[config.mk]
export PLATFORM = sky130hd
export DESIGN_NAME = im_access_arbiter
export DESIGN_NICKNAME = d
export VERILOG_FILES = /design/src/rtl/im_access_arbiter.sv
export SDC_FILE = /design/constraint.sdc
export NUM_CORES = 1
export LEC_CHECK = 0
export CORE_AREA = 2 2 78 80
export DETAILED_ROUTE_END_ITERATION = 6
export DIE_AREA = 0 0 80 82
export DONT_BUFFER_PORTS = 1
export RECOVER_POWER = 100
export SKIP_CTS_REPAIR_TIMING = 1
export SLEW_MARGIN = 10
export SYNTH_ARGS = -nofsm -noshare
export SYNTH_HDL_FRONTEND = slang
export SYNTH_SLANG_ARGS = --single-unit
[constraint.sdc]
create_clock -name clk -period 4 [get_ports clk]
set_input_delay 0.8 -clock clk [delete_from_list [all_inputs] [get_ports clk]]
set_output_delay 0.8 -clock clk [all_outputs]
set_load 0.005 [all_outputs]
[src/rtl/im_access_arbiter.sv]
// Instruction-memory access arbiter: boot loader, IF fetch port and debug park share one SRAM port.
// Optional macro IM_FAULT_TRAP_EN: report fetch faults and trap the FSM into DEBUG on a faulted fetch.
module im_access_arbiter #(
  parameter int          DEPTH = 256,
  parameter int          AW    = 8,
  parameter logic [31:0] NOP   = 32'h0000_0000
) (
  input  logic          clk,
  input  logic          reset,
  input  logic          fetch_req,
  input  logic [31:0]   fetch_addr,
  input  logic          fetch_flush,
  output logic          fetch_gnt,
  output logic          fetch_valid,
  output logic [31:0]   fetch_instr,
  output logic          fetch_fault,
  input  logic          ld_we,
  input  logic [AW-1:0] ld_addr,
  input  logic [31:0]   ld_wdata,
  output logic          ld_ready,
  input  logic          ld_done,
  input  logic          dbg_req,
  output logic          dbg_ack,
  output logic [AW:0]   ld_count,
  output logic          mem_en,
  output logic          mem_we,
  output logic [AW-1:0] mem_addr,
  output logic [31:0]   mem_wdata,
  input  logic [31:0]   mem_rdata
);

  localparam logic [1:0] S_BOOT  = 2'd0;
  localparam logic [1:0] S_RUN   = 2'd1;
  localparam logic [1:0] S_HALT  = 2'd2;
  localparam logic [1:0] S_DEBUG = 2'd3;

  localparam logic [31:0] ADDR_LIMIT = 32'(DEPTH * 4);
  localparam logic [AW:0] CNT_MAX    = (AW + 1)'(DEPTH);

  logic [1:0]  state_q, state_d;
  logic        rsp_vld_q, rsp_vld_d;
  logic        rsp_fault_q, rsp_fault_d;
  logic [AW:0] ld_count_q, ld_count_d;
  logic        addr_fault;
`ifdef IM_FAULT_TRAP_EN
  logic        trap_q, trap_d;
`endif

  always_comb begin
    addr_fault = (fetch_addr >= ADDR_LIMIT) || (fetch_addr[1:0] != 2'b00);
  end

  always_comb begin
    state_d   = state_q;
    fetch_gnt = 1'b0;
    ld_ready  = 1'b0;
    mem_en    = 1'b0;
    mem_we    = 1'b0;
    mem_addr  = ld_addr;
    mem_wdata = ld_wdata;
`ifdef IM_FAULT_TRAP_EN
    trap_d    = trap_q;
`endif
    case (state_q)
      S_BOOT: begin
        ld_ready = ld_we;
        mem_en   = ld_we;
        mem_we   = ld_we;
        // ld_done wins over dbg_req: debug is only honoured once RUN is reached
        if (ld_done) state_d = S_RUN;
      end
      S_RUN: begin
        mem_addr = fetch_addr[AW+1:2];
        if (dbg_req) begin
          state_d = S_HALT;
        end else begin
          fetch_gnt = fetch_req;
          mem_en    = fetch_req && !addr_fault;
`ifdef IM_FAULT_TRAP_EN
          // a flushed (wrong-path) faulting fetch must not trap
          if (fetch_req && addr_fault && !fetch_flush) begin
            state_d = S_HALT;
            trap_d  = 1'b1;
          end
`endif
        end
      end
      S_HALT: begin
        state_d = S_DEBUG;
      end
      S_DEBUG: begin
        ld_ready = ld_we;
        mem_en   = ld_we;
        mem_we   = ld_we;
`ifdef IM_FAULT_TRAP_EN
        // a trap is released by a debug request/release handshake
        if (dbg_req) trap_d = 1'b0;
        if (!dbg_req && !trap_q) state_d = S_RUN;
`else
        if (!dbg_req) state_d = S_RUN;
`endif
      end
      default: state_d = S_BOOT;
    endcase
    if (reset) begin
      fetch_gnt = 1'b0;
      ld_ready  = 1'b0;
      mem_en    = 1'b0;
      mem_we    = 1'b0;
    end
  end

  always_comb begin
    rsp_vld_d   = fetch_gnt && !fetch_flush;
    rsp_fault_d = fetch_gnt && addr_fault;
    ld_count_d  = ld_count_q;
    if (ld_ready && (ld_count_q != CNT_MAX)) ld_count_d = ld_count_q + 1'b1;
  end

  always_ff @(posedge clk) begin
    if (reset) begin
      state_q     <= S_BOOT;
      rsp_vld_q   <= 1'b0;
      rsp_fault_q <= 1'b0;
      ld_count_q  <= '0;
`ifdef IM_FAULT_TRAP_EN
      trap_q      <= 1'b0;
`endif
    end else begin
      state_q     <= state_d;
      rsp_vld_q   <= rsp_vld_d;
      rsp_fault_q <= rsp_fault_d;
      ld_count_q  <= ld_count_d;
`ifdef IM_FAULT_TRAP_EN
      trap_q      <= trap_d;
`endif
    end
  end

  // reset also masks a response already registered, so nothing stale escapes
  always_comb begin
    fetch_valid = rsp_vld_q && !reset;
    fetch_instr = '0;
    if (fetch_valid) fetch_instr = rsp_fault_q ? NOP : mem_rdata;
`ifdef IM_FAULT_TRAP_EN
    fetch_fault = fetch_valid && rsp_fault_q;
`else
    fetch_fault = 1'b0;
`endif
    dbg_ack  = (state_q == S_DEBUG) && !reset;
    ld_count = ld_count_q;
  end

endmodule

After elaboration in Yosys (flattened, before gate mapping)
Cells that the tools add are included.
- add/sub/neg operators: 1
- mux-type cells: 15
- order comparisons: 1
- equal/unequal tests: 7
- reductions and logical operators: 14
- operator list (cell ; count):
    $mux 32 ; 2
    $ge 32x11->1 const B ; 1
    $add 9x1->9 const B ; 1
    $ne 9x9->1 const B ; 1
    $mux 8 ; 1
    $pmux 2 s4 ; 1
    $mux 1 ; 7
    $logic_and 1x1->1 ; 6
    $mux 2 ; 3
    $ne 2x2->1 const B ; 3
    $eq 2x2->1 const B ; 2
    $logic_not 1->1 ; 3
    $reduce_and 3->1 ; 1
    $eq 2x1->1 const B ; 1
    $logic_not 2->1 ; 1
    $pmux 1 s2 ; 1
    $reduce_bool 2->1 ; 1
    $reduce_or 2->1 ; 1
    $logic_or 1x1->1 ; 1
- bits of input ports: 111
- output and inout bits: 88
- word-level logic and storage cells: 42
- register bits after elaboration: 13

Depth between registers and ports, before layout
Gate-level depths: netlist of run 1.
- depth in word-level cells: 7
- depth in mapped cells: 6
- mapped depth without buffers: 5

Least setup slack after synthesis of run 1
No wires, ideal clock.
- kind: input -> output
- start: input reset
- end: output fetch_instr[10]
- setup slack: 1.525 ns
- data required time: 3.200 ns
- path buffers: 2
- stages: 5
- arrival time: 1.675 ns
- path through: buf_6 -> nor2b_1 -> nor2b_1 -> clkbuf_1 -> and2_1
- cells in the longest elaborated chain, start to end: 3
- ends and longest elaborated chain (what ; line ; source):
    start, declared ; 9 ; input logic reset,
    $logic_not 1->1 ; 142 ; fetch_valid = rsp_vld_q && !reset;
    $logic_and 1x1->1 ; 142 ;
    named net fetch_valid ; 14 ; output logic fetch_valid,
    $mux 32 ; 144 ; if (fetch_valid) fetch_instr = rsp_fault_q ? NOP : mem_rdata;
    end, declared ; 15 ; output logic [31:0] fetch_instr,
The timed path passes the listed nets, and every way through them passes these cells.

Worst setup path in the final report of run 1
- start: input reset
- end: output fetch_instr[18]
- cells in the longest elaborated chain, start to end: 3
- ends and longest elaborated chain (what ; line):
    $logic_not 1->1 ; 142
    $logic_and 1x1->1 ; 142
    $mux 32 ; 144
No other way between the ends.

==> metrics, run 1 <==
wire length of the first global-routing pass 6.58 mm; critical-path maximum fanout 32; reg2reg end ld_count[8]; CP startpoint reset; origin of the critical flop-to-flop path state_q[0]; cell area after placement 1160 sq um; Max Fclk 346 MHz; largest net degree at the start of global routing 33; Max H-tree Level 1; Required @ worst endpoint 3200 ps; unrepaired setup endpoints after global routing no; critical path class in -> out; via density per instance 4.97; average cell area after synthesis 8.02 sq um; data arrival time at the worst-slack endpoint 2090 ps; Netlist Area Pre-Place 1360 sq um; count of yosys warnings during synthesis 0; worst reg-to-reg path cell count 5; CP Capture Type output pin; Filler cells 655; PwrDens 398 nW/um^2; worst slack at placement 1080 ps; final wirelength 5.03 mm; Final Critical Period 2890 ps; Clock Latency Late Sink 240 ps; area of the die 6560 sq um; share of post-route cells with drive strength above 1 0.0602; clock tree from TritonCTS done; leakage dissipation 0.406 nW; Top Family by Delay on Critical Path simple AND/OR/NAND/NOR gates; total I/O pin count 199; Multi-input gate area 779 sq um; clock tree root buffer cell clkbuf_8; worst slew pin tran 843 ps; sequential cell area 260 sq um; row cnt 28; DRC viols 0; peak per-stage delay on the critical path 760 ps; worst relative slew slack 0.435; Port Buf Inserts 0; number of global-route vias before repair 997; Final Hold Violating Endpoints 0; status completed; combined global-route utilization of all metal layers 0.142; iteration-0 DRC count of the detailed router 22; R2R setup slack 1760 ps; clock skew 2.04 ps; width of the chip 80 um; post-layout util 0.210; Layout Area Growth over Synthesis -11.4%; Bufs and invs on worst path 0; Max-Cap Viols 0; Crit. path cell count 3; estimated wirelength of the detail-placed design 4.49 mm; initial core utilization 0.237; die height 82 um; Routed Antenna Nets 0; initial antenna violation count 2; Remaining Overflow, GRT 0; Worst-path clk slew 60 ps; Worst VDD drop 283 uV; Startpoint Class input pin; Finish-stage setup viols 0; share of the cycle needed by the critical path after routing 0.723; maximum clock insertion buffer count 2; wire length per cell 24.1 um; floorplan core area 5750 sq um; max-slew violation count 0; Design Area, Final 1210 sq um; flops & latches, synth 13; sink count of the clock tree 13; slowest stage cell, crit path nor2b_2; setup tns final 0 ps; 1st-pass router iterations 6; Setup WS post-layout 1110 ps; critical path endpoint fetch_instr[18]; via count of the routed design 1039; sequence of cells on the critical path nor2b_1, nor2b_2, and2_0; proportion of synthesized chip area in sequential cells 0.191; # nets final 252; Placer Congestion 0.803; Net Count, Synth 288; Netlist cell types 33; classification of the worst-slack hold path reg -> reg; number of instances in the synthesized netlist 170; clock buffers created by TritonCTS 3
## kinds of logic (layout without fill, tap and decap cells)
kind of cell / Yosys count / in the layout / share of synthesized area
and+or+nand+nor: 72 / 72 / 0.323
buffers and inverters: 48 / 11 / 0.237
AOI/OAI and AO/OA: 16 / 16 / 0.0771
muxes: 13 / 13 / 0.105
DFF: 13 / 13 / 0.191
adders and majority gates: 7 / 7 / 0.0643
other: 1 / 2 / 0.00275
## final cells by class
cell class	instances	area share
inverters	7	0.0218
diodes	1	0.00207
multi-input cells	109	0.646
well taps	75	0.0777
flip-flops and latches	13	0.216
clock buffers	4	0.0373
## metal layers
layer,wire length (um),global-route usage,up-vias
met5,0,0,-
met4,31,0.0390,0
met3,1280,0.155,6
met2,2120,0.207,88
met1,1600,0.135,471
li1,-,-,474
## synth_stat cells
cell type / instances / area (sq um)
or4_1: 3 / 22.5
a21o_1: 1 / 7.51
nand3_1: 4 / 20.0
conb_1: 1 / 3.75
or3_1: 1 / 6.26
or3b_4: 1 / 11.3
a311oi_1: 1 / 8.76
nand4b_1: 1 / 8.76
nand2_1: 4 / 15.0
ha_1: 7 / 87.6
mux2_2: 10 / 113
nand3b_1: 2 / 15.0
a21oi_1: 6 / 30.0
nor2_1: 5 / 18.8
o32ai_1: 1 / 8.76
o31ai_1: 3 / 22.5
buf_6: 2 / 22.5
nor3_1: 1 / 5.00
mux2i_1: 3 / 30.0
dfxtp_1: 13 / 260
and2b_1: 1 / 7.51
o21ai_0: 2 / 10.0
nor2b_1: 3 / 18.8
a41o_1: 1 / 10.0
and2_1: 32 / 200
clkbuf_1: 5 / 18.8
nor4_1: 8 / 50.1
nand2b_1: 3 / 18.8
nor4bb_1: 1 / 10.0
o21a_1: 1 / 7.51
inv_1: 7 / 26.3
nand4_1: 2 / 12.5
buf_4: 34 / 255
## state kept, by name (all words and copies together) (netlist names)
| register | cells |
|---|---|
| state_q | 2 |
| ld_count | 9 |
| rsp_fault_q | 1 |
| rsp_vld_q | 1 |
## how the worst min path moves through the flow
stage,cells past startpoint,slack (ps),start,endpoint
after floorplan,1,490,ld_count[0],ld_count[0]
after global placement,1,520,ld_count[0],ld_count[0]
after detailed placement,1,530,ld_count[0],ld_count[0]
after CTS,2,540,ld_count[7],ld_count[7]
after global routing,2,570,ld_count[6],ld_count[6]
final,1,540,ld_count[0],ld_count[0]
## cells in the final DEF, fill, tap and decap left out, drive strengths merged, types with 3 or more instances in the layout
| master | synthesis | routed |
|---|---|---|
| or4 | 3 | 3 |
| nor4 | 8 | 8 |
| nor2 | 5 | 5 |
| inv | 7 | 7 |
| and2 | 32 | 32 |
| a21oi | 6 | 6 |
| o31ai | 3 | 3 |
| nor2b | 3 | 3 |
| mux2i | 3 | 3 |
| ha | 7 | 7 |
| nand3 | 4 | 4 |
| dfxtp | 13 | 13 |
| nand2 | 4 | 4 |
| mux2 | 10 | 10 |
| nand2b | 3 | 3 |
| clkbuf | 5 | 4 |
## through the flow
step	instances	total power, mW	hold slack [ps]
final	209	0.481	538
after global routing	208	0.523	566
after CTS	208	0.497	543
after detailed placement	204	0.373	533
after global placement	204	0.367	520
after floorplan	170	0.374	491
## power breakdown
| part | internal (mW) | leakage [nW] | total [mW] | switching [mW] |
|---|---|---|---|---|
| Sequential | 0.150 | 0.106 | 0.174 | 0.0244 |
| Combinational | 0.0814 | 0.278 | 0.185 | 0.103 |
| Clock | 0.0704 | 0.0228 | 0.122 | 0.0512 |
Note: power is estimated with default switching activity, not from simulation.
==> run 2: changes to the inputs <==
==> constraint.sdc (replaced) <==
create_clock -name clk -period 3 [get_ports clk]
set_input_delay 0.6 -clock clk [delete_from_list [all_inputs] [get_ports clk]]
set_output_delay 0.6 -clock clk [all_outputs]
set_load 0.005 [all_outputs]
==> metrics, run 2 (synthesis gave the netlist of run 1 again) <==
status completed; leakage dissipation 0.405 nW; Max H-tree Level 1; combined global-route utilization of all metal layers 0.142; critical path class in -> out; Finish-stage setup viols 0; wire length of the first global-routing pass 6.62 mm; via count of the routed design 1024; Final Critical Period 2450 ps; Worst Hold Slack 418 ps; Filler cells 653; leading cell type in the layout, fill and taps excluded and2_0; Setup WS post-layout 547 ps; most used cells in the layout excluding fill and tap cells and2_0 (32), dfxtp_1 (13), nor4_1 (8); clock tree root buffer cell clkbuf_8; PwrDens 531 nW/um^2; estimated wirelength of the detail-placed design 4.50 mm; Routed Antenna Nets 0; worst relative slew slack 0.467; classification of the worst-slack hold path in -> reg; share of the cycle needed by the critical path after routing 0.818; wire length per cell 24.1 um; critical-path maximum fanout 32; maximum clock insertion buffer count 2; number of cells after detailed placement 204; initial core utilization 0.237; max-slew violation count 0; slowest stage cell, crit path nor2b_2; sequence of cells on the critical path nor2b_1, nor2b_2, and2_0; Worst VDD drop 377 uV; clock buffers created by TritonCTS 3; Required @ worst endpoint 2400 ps; share of post-route cells with drive strength above 1 0.0602; DRC viols 0; iteration-0 DRC count of the detailed router 20; width of the chip 80 um; final wirelength 5.04 mm; worst slew pin tran 795 ps; Startpoint Class input pin; peak per-stage delay on the critical path 730 ps; max reg flops 9; via density per instance 4.90; row cnt 28; Port Buf Inserts 0; total I/O pin count 199; area of the die 6560 sq um; CP Capture Type output pin; Remaining Overflow, GRT 0; initial antenna violation count 1; floorplan core area 5750 sq um; number of global-route vias before repair 1001; Final Hold Violating Endpoints 0; sink count of the clock tree 13; Worst-path clk slew 60 ps; die height 82 um; data arrival time at the worst-slack endpoint 1850 ps; clock skew 2.92 ps; final instance count without filler cells 209; largest net degree at the start of global routing 33; worst slack at placement 523 ps; unrepaired setup endpoints after global routing no; clock tree from TritonCTS done; setup tns final 0 ps; Layout Area Growth over Synthesis -11.4%; # nets final 252; Clock Latency Late Sink 240 ps; Placer Congestion 0.803; 1st-pass router iterations 4; Max Fclk 408 MHz; Max-Cap Viols 0
[run 2: worst paths after layout]
check	start	end	slack, ps	cells past startpoint
max reg2reg	state_q[0]	ld_count[8]	750	5
min reg2reg	ld_count[7]	ld_count[7]	540	2
max	reset	fetch_instr[18]	550	3
min	reset	state_q[1]	420	1
[run 2: where the power goes]
part           internal (mW)  total, mW  switching (mW)  leakage [nW]
Sequential             0.200      0.233          0.0336         0.106
Clock                 0.0939      0.162          0.0680        0.0228
Combinational          0.108      0.246           0.138         0.276
[run 2: final cells by class]
cell class | count | area [sq um] | share of cell area
sequential | 13 | 260 | 0.216
inverter | 7 | 26.3 | 0.0218
clock buffer | 4 | 45.0 | 0.0373
antenna | 1 | 2.50 | 0.00207
tap | 75 | 93.8 | 0.0777
multi-input combinational | 109 | 779 | 0.646
[run 2: worst max-delay path, delay by kind of cell]
kind,cells,cell delay (ps)
AND/OR/NAND/NOR,3,1240
[run 2: per-layer routing]
layer / global-route usage / vias up / wire (um)
met5: 0 / - / 0
met4: 0.0390 / 0 / 31
met3: 0.159 / 6 / 1250
met2: 0.208 / 83 / 2140
met1: 0.131 / 465 / 1610
li1: - / 470 / -
[run 2: metrics by stage]
stage | power [mW] | utilization | instance area (sq um)
3_5_place_dp | 0.497 | 0.202 | 1160
5_1_grt | 0.699 | 0.210 | 1200
4_1_cts | 0.663 | 0.210 | 1210
2_1_floorplan | 0.498 | - | 1360
6_report | 0.641 | 0.210 | 1210
3_3_place_gp | 0.490 | 0.202 | 1160
==> run 3: changes to the inputs <==
==> constraint.sdc (replaced) <==
create_clock -name clk -period 2.5 [get_ports clk]
set_input_delay 0.5 -clock clk [delete_from_list [all_inputs] [get_ports clk]]
set_output_delay 0.5 -clock clk [all_outputs]
set_load 0.005 [all_outputs]
==> metrics, run 3 (synthesis gave the netlist of run 1 again) <==
Bufs and invs on worst path 1; Finish-stage setup viols 0; net switching power 0.292 mW; area of the die 6560 sq um; Max-Cap Viols 0; floorplan core area 5750 sq um; largest net degree at the start of global routing 33; via count of the routed design 1066; leading cell type in the layout, fill and taps excluded and2_0; peak per-stage delay on the critical path 430 ps; worst hold path cell count 1; worst reg-to-reg path cell count 5; Final Critical Period 2300 ps; clock tree root buffer cell clkbuf_8; cell area after placement 1170 sq um; setup tns final 0 ps; origin of the critical flop-to-flop path state_q[0]; hold-critical path endpoint ld_count[5]; met2 WL 2.11 mm; Routed Antenna Nets 0; Top Family by Delay on Critical Path adder cells; share of the cycle needed by the critical path after routing 0.918; clock buffers created by TritonCTS 3; total I/O pin count 199; sequential cell area 260 sq um; initial core utilization 0.237; Final Hold Violating Endpoints 0; met3 wirelength from detailed routing 1.30 mm; data arrival time at the worst-slack endpoint 1800 ps; initial antenna violation count 1; wire length the detailed router placed on met1 1.56 mm; number of global-route vias before repair 1016; Layout Area Growth over Synthesis -11.0%; critical-path maximum fanout 10; PnR Total Power 0.779 mW; final wirelength 5.01 mm; DRC viols 0; wire length of the first global-routing pass 6.61 mm; 1st-pass router iterations 4; status completed; Filler cells 645; iteration-0 DRC count of the detailed router 17; sequence of cells on the critical path inv_1, ha_1, nand3b_1, nand4b_1, o21ai_0; Required @ worst endpoint 2000 ps; Worst VDD drop 298 uV; width of the chip 80 um; unrepaired setup endpoints after global routing no; combined global-route utilization of all metal layers 0.141; Startpoint Class flip-flop; max-slew violation count 0; critical hold path startpoint reset; clock skew 3.71 ps; reg2reg end ld_count[8]; clock tree from TritonCTS done; Remaining Overflow, GRT 0; part of the total power dissipated in combinational logic 0.391; Clock Latency Late Sink 250 ps; Max H-tree Level 1; estimated wirelength of the detail-placed design 4.49 mm; sequential group share of total power 0.358; critical path class reg -> out; part of the power in the clock network 0.251; highest metal layer with signal wires met4; slowest stage cell, crit path ha_1; leakage dissipation 0.410 nW; wire length per cell 23.8 um; Port Buf Inserts 0; share of post-route cells with drive strength above 1 0.0746; via density per instance 5.08; classification of the worst-slack hold path in -> reg; R2R setup slack 340 ps; maximum clock insertion buffer count 2; most used cells in the layout excluding fill and tap cells and2_0 (31), dfxtp_1 (13), nor4_1 (8); Design Area, Final 1210 sq um; Worst-path clk slew 60 ps; CP Capture Type output pin; Internal Dissipation 0.488 mW; row cnt 28; PwrDens 643 nW/um^2; post-layout util 0.211; sink count of the clock tree 13; Placer Congestion 0.781; max reg flops 9; Max Fclk 436 MHz; Sw Share 0.374; # nets final 253; Multi-input gate area 779 sq um; die height 82 um
[run 3: cell types whose count changed in the layout (fill, tap and decap cells not counted)]
| cell | before | now |
|---|---|---|
| mux2_2 | 4 | 5 |
| clkbuf_2 | 0 | 1 |
| and2_1 | 0 | 1 |
| mux2_1 | 6 | 5 |
| and2_0 | 32 | 31 |
[run 3: worst max path at each step]
stage,startpoint,end,cells past startpoint,slack [ps]
after CTS,state_q[1],mem_en,5,210
after floorplan,state_q[0],ld_count[8],6,470
after detailed placement,state_q[0],ld_count[8],5,440
after global routing,state_q[1],mem_en,5,80
final,state_q[1],mem_en,5,200
after global placement,state_q[0],ld_count[8],5,470
[run 3: power groups by stage]
stage	combinational [mW]	sequential (mW)	clock, mW
CTS	0.319	0.279	0.198
floorplan	0.324	0.275	0
detailed placement	0.317	0.283	0
finish	0.305	0.279	0.195
global placement	0.303	0.281	0
global route	0.345	0.283	0.210
[run 3: metal layers]
layer | vias up | global-route usage
met5 | - | 0
met4 | 0 | 0.0339
met3 | 6 | 0.156
met2 | 88 | 0.210
met1 | 498 | 0.131
li1 | 474 | -
[run 3: through the flow]
| stage | setup WS, ps | hold WS (ps) | cells |
|---|---|---|---|
| 2_1_floorplan | 470 | 491 | 170 |
| 3_3_place_gp | 475 | 518 | 205 |
| 3_5_place_dp | 439 | 531 | 205 |
| 4_1_cts | 212 | 311 | 209 |
| 5_1_grt | 78.2 | 311 | 209 |
| 6_report | 204 | 314 | 210 |
[run 3: final cells by class]
cell class / count / share of cell area
antenna: 1 / 0.00206
clock buffer: 4 / 0.0372
inverter: 7 / 0.0217
multi-input combinational: 109 / 0.643
sequential: 13 / 0.215
tap: 75 / 0.0774
timing repair buffer: 1 / 0.00413
